===== src/rtl/k_and_s_pkg.sv =====
// rtl/k_and_s_pkg.sv - instruction decode type shared by the control unit, its bus interface and the bench
package k_and_s_pkg;

  typedef enum logic [3:0] {
    I_NOP,
    I_LOAD,
    I_STORE,
    I_MOVE,
    I_ADD,
    I_SUB,
    I_AND,
    I_OR,
    I_BRANCH,
    I_BZERO,
    I_BNZERO,
    I_BNEG,
    I_BNNEG,
    I_BOV,
    I_BNOV,
    I_HALT
  } decoded_instruction_type;

endpackage


===== src/rtl/control_unit_if.sv =====
// rtl/control_unit_if.sv - control unit <-> data path signal bundle
interface control_unit_if;
  import k_and_s_pkg::*;

  // decode and flag inputs towards the control unit
  decoded_instruction_type decoded_instruction;
  logic        zero_op;
  logic        neg_op;
  logic        unsigned_overflow;
  logic        signed_overflow;

  // data path controls from the control unit
  logic        branch;
  logic        pc_enable;
  logic        ir_enable;
  logic        addr_sel;
  logic        c_sel;
  logic [1:0]  operation;
  logic        write_reg_enable;
  logic        flags_reg_enable;
  logic        ram_write_enable;
  logic        halt;
  logic [15:0] instr_count;

  modport master (
    input  decoded_instruction, zero_op, neg_op, unsigned_overflow, signed_overflow,
    output branch, pc_enable, ir_enable, addr_sel, c_sel, operation,
           write_reg_enable, flags_reg_enable, ram_write_enable, halt, instr_count
  );

  modport slave (
    output decoded_instruction, zero_op, neg_op, unsigned_overflow, signed_overflow,
    input  branch, pc_enable, ir_enable, addr_sel, c_sel, operation,
           write_reg_enable, flags_reg_enable, ram_write_enable, halt, instr_count
  );

endinterface


===== src/rtl/control_unit.sv =====
// rtl/control_unit.sv - multi-cycle instruction sequencer for the K&S processor
module control_unit
  import k_and_s_pkg::*;
(
  input logic            clk,
  input logic            rst,
  control_unit_if.master bus
);

  typedef enum logic [3:0] {
    FETCH,
    DECODE,
    LOAD_ADDR,
    LOAD_WB,
    STORE,
    MOVE,
    ALU,
    BRANCH,
    HALT
  } state_t;

  state_t                  state;
  state_t                  next_state;
  decoded_instruction_type instr_q;
  logic [15:0]             count_q;
  logic                    branch_taken;
  logic                    unused_signed_overflow;

  // no branch condition tests signed overflow
  assign unused_signed_overflow = bus.signed_overflow;

  // next state; the instruction is looked at only while in DECODE
  always_comb begin
    next_state = state;
    case (state)
      FETCH:  next_state = DECODE;
      DECODE: begin
        case (bus.decoded_instruction)
          I_LOAD:                        next_state = LOAD_ADDR;
          I_STORE:                       next_state = STORE;
          I_MOVE:                        next_state = MOVE;
          I_ADD, I_SUB, I_AND, I_OR:     next_state = ALU;
          I_BRANCH, I_BZERO, I_BNZERO,
          I_BNEG, I_BNNEG, I_BOV, I_BNOV: next_state = BRANCH;
          I_HALT:                        next_state = HALT;
          default:                       next_state = FETCH;
        endcase
      end
      LOAD_ADDR: next_state = LOAD_WB;
      LOAD_WB, STORE, MOVE, ALU, BRANCH: next_state = FETCH;
      HALT:      next_state = HALT;
      default:   next_state = FETCH;
    endcase
  end

  // state, latched instruction and completed-instruction counter
  always_ff @(posedge clk) begin
    if (rst) begin
      state   <= FETCH;
      instr_q <= I_NOP;
      count_q <= 16'h0000;
    end else begin
      state <= next_state;
      if (state == DECODE) begin
        instr_q <= bus.decoded_instruction;
      end
      // an instruction completes whenever we re-enter FETCH; HALT never does
      if ((next_state == FETCH) && (state != FETCH)) begin
        count_q <= count_q + 16'd1;
      end
    end
  end

  // branch condition, evaluated on the flags present during the BRANCH cycle
  always_comb begin
    branch_taken = 1'b0;
    case (instr_q)
      I_BRANCH: branch_taken = 1'b1;
      I_BZERO:  branch_taken = bus.zero_op;
      I_BNZERO: branch_taken = !bus.zero_op;
      I_BNEG:   branch_taken = bus.neg_op;
      I_BNNEG:  branch_taken = !bus.neg_op;
      I_BOV:    branch_taken = bus.unsigned_overflow;
      I_BNOV:   branch_taken = !bus.unsigned_overflow;
      default:  branch_taken = 1'b0;
    endcase
  end

  // control outputs decoded from the state; reset holds every output low
  always_comb begin
    bus.branch           = 1'b0;
    bus.pc_enable        = 1'b0;
    bus.ir_enable        = 1'b0;
    bus.addr_sel         = 1'b0;
    bus.c_sel            = 1'b0;
    bus.operation        = 2'b00;
    bus.write_reg_enable = 1'b0;
    bus.flags_reg_enable = 1'b0;
    bus.ram_write_enable = 1'b0;
    bus.halt             = 1'b0;
    if (!rst) begin
      case (state)
        FETCH:  bus.ir_enable = 1'b1;
        DECODE: bus.pc_enable = 1'b1;
        LOAD_ADDR: bus.addr_sel = 1'b1;
        LOAD_WB: begin
          bus.addr_sel         = 1'b1;
          bus.c_sel            = 1'b1;
          bus.write_reg_enable = 1'b1;
        end
        STORE: begin
          bus.addr_sel         = 1'b1;
          bus.ram_write_enable = 1'b1;
        end
        MOVE: begin
          bus.operation        = 2'b10;
          bus.write_reg_enable = 1'b1;
        end
        ALU: begin
          bus.write_reg_enable = 1'b1;
          bus.flags_reg_enable = 1'b1;
          case (instr_q)
            I_AND:   bus.operation = 2'b01;
            I_OR:    bus.operation = 2'b10;
            I_SUB:   bus.operation = 2'b11;
            default: bus.operation = 2'b00;
          endcase
        end
        BRANCH: begin
          bus.addr_sel  = 1'b1;
          bus.branch    = branch_taken;
          bus.pc_enable = branch_taken;
        end
        HALT:    bus.halt = 1'b1;
        default: bus.ir_enable = 1'b0;
      endcase
    end
  end

  assign bus.instr_count = rst ? 16'h0000 : count_q;

endmodule

===== src/flat_wrapper.sv =====
// flat-port wrapper written by rule: the top's interface ports become plain ports
module control_unit_flat import k_and_s_pkg::*;
  (clk, rst, bus_decoded_instruction, bus_zero_op, bus_neg_op, bus_unsigned_overflow, bus_signed_overflow, bus_branch, bus_pc_enable, bus_ir_enable, bus_addr_sel, bus_c_sel, bus_operation, bus_write_reg_enable, bus_flags_reg_enable, bus_ram_write_enable, bus_halt, bus_instr_count);
  control_unit_if bus_i ();
  input logic clk;
  input logic rst;
  input wire logic [$bits(bus_i.decoded_instruction)-1:0] bus_decoded_instruction;
  input wire logic [$bits(bus_i.zero_op)-1:0] bus_zero_op;
  input wire logic [$bits(bus_i.neg_op)-1:0] bus_neg_op;
  input wire logic [$bits(bus_i.unsigned_overflow)-1:0] bus_unsigned_overflow;
  input wire logic [$bits(bus_i.signed_overflow)-1:0] bus_signed_overflow;
  output wire logic [$bits(bus_i.branch)-1:0] bus_branch;
  output wire logic [$bits(bus_i.pc_enable)-1:0] bus_pc_enable;
  output wire logic [$bits(bus_i.ir_enable)-1:0] bus_ir_enable;
  output wire logic [$bits(bus_i.addr_sel)-1:0] bus_addr_sel;
  output wire logic [$bits(bus_i.c_sel)-1:0] bus_c_sel;
  output wire logic [$bits(bus_i.operation)-1:0] bus_operation;
  output wire logic [$bits(bus_i.write_reg_enable)-1:0] bus_write_reg_enable;
  output wire logic [$bits(bus_i.flags_reg_enable)-1:0] bus_flags_reg_enable;
  output wire logic [$bits(bus_i.ram_write_enable)-1:0] bus_ram_write_enable;
  output wire logic [$bits(bus_i.halt)-1:0] bus_halt;
  output wire logic [$bits(bus_i.instr_count)-1:0] bus_instr_count;
  assign bus_i.decoded_instruction = bus_decoded_instruction;
  assign bus_i.zero_op = bus_zero_op;
  assign bus_i.neg_op = bus_neg_op;
  assign bus_i.unsigned_overflow = bus_unsigned_overflow;
  assign bus_i.signed_overflow = bus_signed_overflow;
  assign bus_branch = bus_i.branch;
  assign bus_pc_enable = bus_i.pc_enable;
  assign bus_ir_enable = bus_i.ir_enable;
  assign bus_addr_sel = bus_i.addr_sel;
  assign bus_c_sel = bus_i.c_sel;
  assign bus_operation = bus_i.operation;
  assign bus_write_reg_enable = bus_i.write_reg_enable;
  assign bus_flags_reg_enable = bus_i.flags_reg_enable;
  assign bus_ram_write_enable = bus_i.ram_write_enable;
  assign bus_halt = bus_i.halt;
  assign bus_instr_count = bus_i.instr_count;
  control_unit u_core (.clk(clk), .rst(rst), .bus(bus_i));
endmodule

===== config.mk =====
export PLATFORM = sky130hd
export DESIGN_NAME = control_unit_flat
export DESIGN_NICKNAME = d
export VERILOG_FILES = /design/src/rtl/k_and_s_pkg.sv /design/src/rtl/control_unit_if.sv /design/src/rtl/control_unit.sv /design/src/flat_wrapper.sv
export SDC_FILE = /design/constraint.sdc
export NUM_CORES = 1
export LEC_CHECK = 0
export BUFFER_PORTS_ARGS = -buffer_cell sky130_fd_sc_hd__clkbuf_2
export CAP_MARGIN = 0
export CELL_PAD_IN_SITES_DETAIL_PLACEMENT = 1
export CELL_PAD_IN_SITES_GLOBAL_PLACEMENT = 2
export CORE_MARGIN = 2
export CORE_UTILIZATION = 33
export CTS_BUF_LIST = sky130_fd_sc_hd__clkbuf_4 sky130_fd_sc_hd__clkbuf_8
export CTS_CLUSTER_DIAMETER = 80
export DETAILED_ROUTE_END_ITERATION = 10
export PLACE_DENSITY = 0.89
export RECOVER_POWER = 100
export SLEW_MARGIN = 20
export SYNTH_ARGS = -nofsm -noshare
export SYNTH_HDL_FRONTEND = slang
export SYNTH_SLANG_ARGS = --single-unit

===== constraint.sdc =====
create_clock -name clk -period 3.1 [get_ports clk]
set_input_delay 0.62 -clock clk [delete_from_list [all_inputs] [get_ports clk]]
set_output_delay 0.62 -clock clk [all_outputs]
set_load 0.1 [all_outputs]

* Yosys cells after proc, flatten, opt, wreduce, memory -nomap -nowiden
Memory sizes are Yosys's and may differ from the RTL's.
Cells that the tools add are included.
** Cells by class
- Add/subtract/negate cells :: 1
- Equal/unequal tests :: 18
- Multiplexer cells :: 24
- Reduce and logical (&&, ||, !) cells :: 9
** Operators by type and width (count)
- == test 4 bit (second input constant) :: 8
- == test 4 x 3 -> 1 bit (second input constant) :: 7
- 2-to-1 mux 1 bit :: 17
- adder 16 x 1 -> 16 bit (second input constant) :: 1
- 2-to-1 mux 16 bit :: 1
- case mux 4 bit (4 select lines) :: 1
- == test 4 x 2 -> 1 bit (second input constant) :: 2
- zero test 4 bit :: 2
- case mux 1 bit (7 select lines) :: 1
- case mux 2 bit (3 select lines) :: 1
- == test 4 x 1 -> 1 bit (second input constant) :: 1
- case mux 2 bit (2 select lines) :: 1
- nonzero test 4 bit :: 1
- OR reduction 4 bit :: 1
- zero test 1 bit :: 3
- OR reduction 3 bit :: 1
- 2-to-1 mux 2 bit :: 1
- case mux 1 bit (2 select lines) :: 1
- logical AND 1 bit :: 1
** Word-level totals
- Register bits after elaboration :: 24
- Bits in read-only memories :: 64
- Bits of input ports :: 10
- Output and inout bits :: 27
- Word-level logic and storage cells :: 56
- Memories kept :: 1
** Memories
- (no name shown) :: words 16, width 4, rd ports 1, clocked after memory_dff 0, wr ports 0, line control_unit.sv:38 : case (bus.decoded_instruction)

* Depth between registers and ports, before layout
- Depth after elaboration :: 4
- Depth in mapped cells :: 6
- Mapped depth without buffers :: 5

* Worst setup path after synthesis
OpenSTA, ideal clock, no wires.
- Path kind :: input to output
- Start :: in rst
- End :: out bus_write_reg_enable
- Data arrival time :: 3942 ps
- Required time :: 2480 ps
- Slack :: -1462 ps
- Stages :: 3
- Buffers on the path :: 2
- Cells stage by stage :: clkbuf_1 -> clkbuf_1 -> nor4_1
** On the way
- Cells in the longest elaborated chain, start to end :: 1
** Ends and longest elaborated chain
- start: declaration :: line flat_wrapper.sv:6 : input logic rst;
- 2-to-1 mux 1 bit :: line control_unit.sv:101 : if (!rst) begin
- end: declaration :: line flat_wrapper.sv:18 : output wire logic [$bits(bus_i.write_reg_enable)-1:0] bus_write_reg_enable;
Every way passes these cells.

* Worst setup path after layout
- Start :: reg u_core.state[0]
- End :: out bus_pc_enable
** On the way
- Cells in the longest elaborated chain, start to end :: 3
- Elaborated cells between the ends (all ways) :: 4
- Classes of those cells :: 2 x eq/ne; 2 x mux
** Ends and longest elaborated chain
- start: declaration :: line control_unit.sv:22 : state_t state;
- start signal: assignment :: line control_unit.sv:63 : state <= next_state;
- == test 4 x 3 -> 1 bit or == test 4 x 1 -> 1 bit (tied branches) :: line control_unit.sv:102 : case (state)
- case mux 1 bit (2 select lines) * :: line control_unit.sv:102
- 2-to-1 mux 1 bit * :: line control_unit.sv:101
- end: declaration :: line flat_wrapper.sv:13 : output wire logic [$bits(bus_i.pc_enable)-1:0] bus_pc_enable;
Mark *: on every way between the ends. The rest lies on a longest branch, timed or not.

==> reports/qor.csv <==
metric;value;unit
status;completed;
finClkSkew;6.15;ps
cts.path.max_buffers;2;
synth_top_area_cell;dfxtp_1;
powerDensity;433;nW/um^2
cp_slowest_cell;or4b_1;
top_usage_layer;met2;
dr.pass1.iters;4;
slew_headroom;0.233;
syn_nets;192;
min_period;2780;ps
initial_core_util;0.339;
setup_viol;0;
row_count;24;
hold_depth;2;
ys.flop_type;dfxtp_1;
synth_area_leaders;dfxtp_1 33%, nor2b_1 7.7%, nand2_1 5.4%;
port_buffers;35;
antennaDiodeCount;0;
fmax;360;MHz
cp.arrival;2160;ps
drive_gt1_frac;0.227;
critPathMaxStageDelay;740;ps
drv_cap;0;
grt_use_met3;0.0188;
overflow;0;
synth_top_cell_area_share;0.330;
drt_iter0_markers;70;
synth_edf_count;0;
use_met1;0.213;
path_max_fanout;14;
numCtsBuffers;3;
wl_per_cell;13.5;um
area_growth;19.0;%
cp_top_family;simple AND/OR/NAND/NOR gates;
cp.required;2480;ps
clk_latency;270;ps
maxSlewViolCount;0;
rsz0062_at_grt;false;
postSynthAreaPerCell;8.04;sq um
nFillCells;553;
netlist_top_cells_count;24 x dfxtp_1, 21 x nand2_1, 20 x nor2_1;
crit_chain;or4b_1 -> o22ai_2 -> clkbuf_4;
min_to;u_core.instr_q[3];
yosys_warnings;0;
clockRootBuffer;clkbuf_8;
layout_setup_ws;319;ps
layout.nets;223;
hold_viol_final;0;
drc;0;
h-tree-depth;1;
fp.dieH;70.4;um
place.gp.congestion;0.707;
pre_cts_slack;508;ps
post_cts_buffers;0;
async_flop_share;0;
globalRouteMet2Util;0.255;
grt_pass1_wl;6380;um
grt_max_degree;26;
min-delay-path-class;register to register;
yosysMostFrequentCell;dfxtp_1;
dpl.hpwl;2700;um
num_vias;1393;
syn-cell-area;1460;sq um
viasPerCell;5.30;
holdBufCountCts;0;
die-width;70.4;um
ir_drop;186;uV
io_pins;37;
core_area;4290;sq um
final_antenna_net_count;0;
antenna_found_initial;0;
cp.buffers_inverters;1;
tritoncts;done;
min-delay-start;u_core.instr_q[3];
synth.yosys.seq_area_share;0.330;
clk_pin_slew;80;ps
cts-resized-gates;0;
ys_ff_latch;24;
rr_startpoint;u_core.state[0];
rr_endpoint;u_core.count_q[13];
grt_use_total;0.155;
reg2reg_setup_slack;460;ps
critPathCaptureType;primary output;
die-area;4960;sq um
worst_slew_pin_slew;1160;ps
worst-setup-path-type;register to primary output;
grt_pass1_vias;1351;
critPathLaunchType;register;
fin_hold_ws;497;ps
drt_wl_total;3550;um
syn_inst;181;
worstRegToRegCells;4;
synthDistinctLibCells;41;
fin_crit_sh;0.897;
leakagePower;0.705;nW
cp.depth;3;
cts.sinks;24;
[registers in the layout, indices dropped and copies added, names as in the netlist]
register        count
u_core.state        4
u_core.count_q     16
u_core.instr_q      4
[power by group]
group          total (mW)  internal (mW)  switching [mW]
logic               0.189         0.0547           0.134
registers           0.349          0.322          0.0268
clock network       0.212          0.113          0.0988
total               0.750          0.490           0.260
[worst max path at each step]
stage,startpoint,endpoint,slack (ps)
2_1_floorplan,u_core.state[1],bus_write_reg_enable,-340
3_3_place_gp,rst,bus_pc_enable,510
3_5_place_dp,rst,bus_pc_enable,510
4_1_cts,u_core.state[1],bus_write_reg_enable,330
5_1_grt,rst,bus_branch,110
6_report,u_core.state[0],bus_pc_enable,320
[through the flow]
stage	cell area, sq um	setup TNS, ps	power (mW)	instances	utilization
finish	1730	0	0.750	263	0.403
global route	1730	0	0.794	263	0.403
CTS	1820	0	0.777	263	0.425
detailed placement	1770	0	0.562	259	0.412
global placement	1770	0	0.557	259	0.412
floorplan	1500	-336	0.513	181	-
[worst reg2reg max path, delay by kind of cell (launching register included)]
family             cells  cell delay [ps]
AOI/OAI and AO/OA      1              740
DFF                    1              610
muxes                  1              330
and+or+nand+nor        2              860
[area by class of cell]
class / instances / area (sq um) / area share
Clock buffer: 4 / 55.1 / 0.0318
Inverter: 1 / 3.75 / 0.00217
Multi-Input combinational cell: 146 / 916 / 0.529
Sequential cell: 24 / 480 / 0.277
Tap cell: 52 / 65.1 / 0.0376
Timing Repair Buffer: 36 / 211 / 0.122
[placed cells by master, fill, tap and decap left out, types with 4 or more instances in the layout]
cell type   n
clkbuf_2   28
dfxtp_1    24
nand2_1    21
nor2_1     20
nor2b_1    18
a21oi_1    12
o21ai_0    10
nor3_1      5
nand2b_1    4
nand3_1     4
xor2_1      4
clkbuf_8    4
[per-layer routing]
| layer | vias to the layer above | share of wire |
|---|---|---|
| li1 | 703 | - |
| met1 | 662 | 0.47 |
| met2 | 23 | 0.48 |
| met3 | 5 | 0.034 |
| met4 | 0 | 0.012 |
| met5 | - | 0 |
[kinds of logic after synthesis]
group | count (synthesis) | synth area share
simple gates | 101 | 0.390
compound gates | 32 | 0.142
flops | 24 | 0.330
buf+inv | 11 | 0.0447
xor+xnor | 6 | 0.0361
mux | 6 | 0.0481
fa+ha+maj | 1 | 0.00860
No activity file was read; power rests on OpenSTA's default activity.
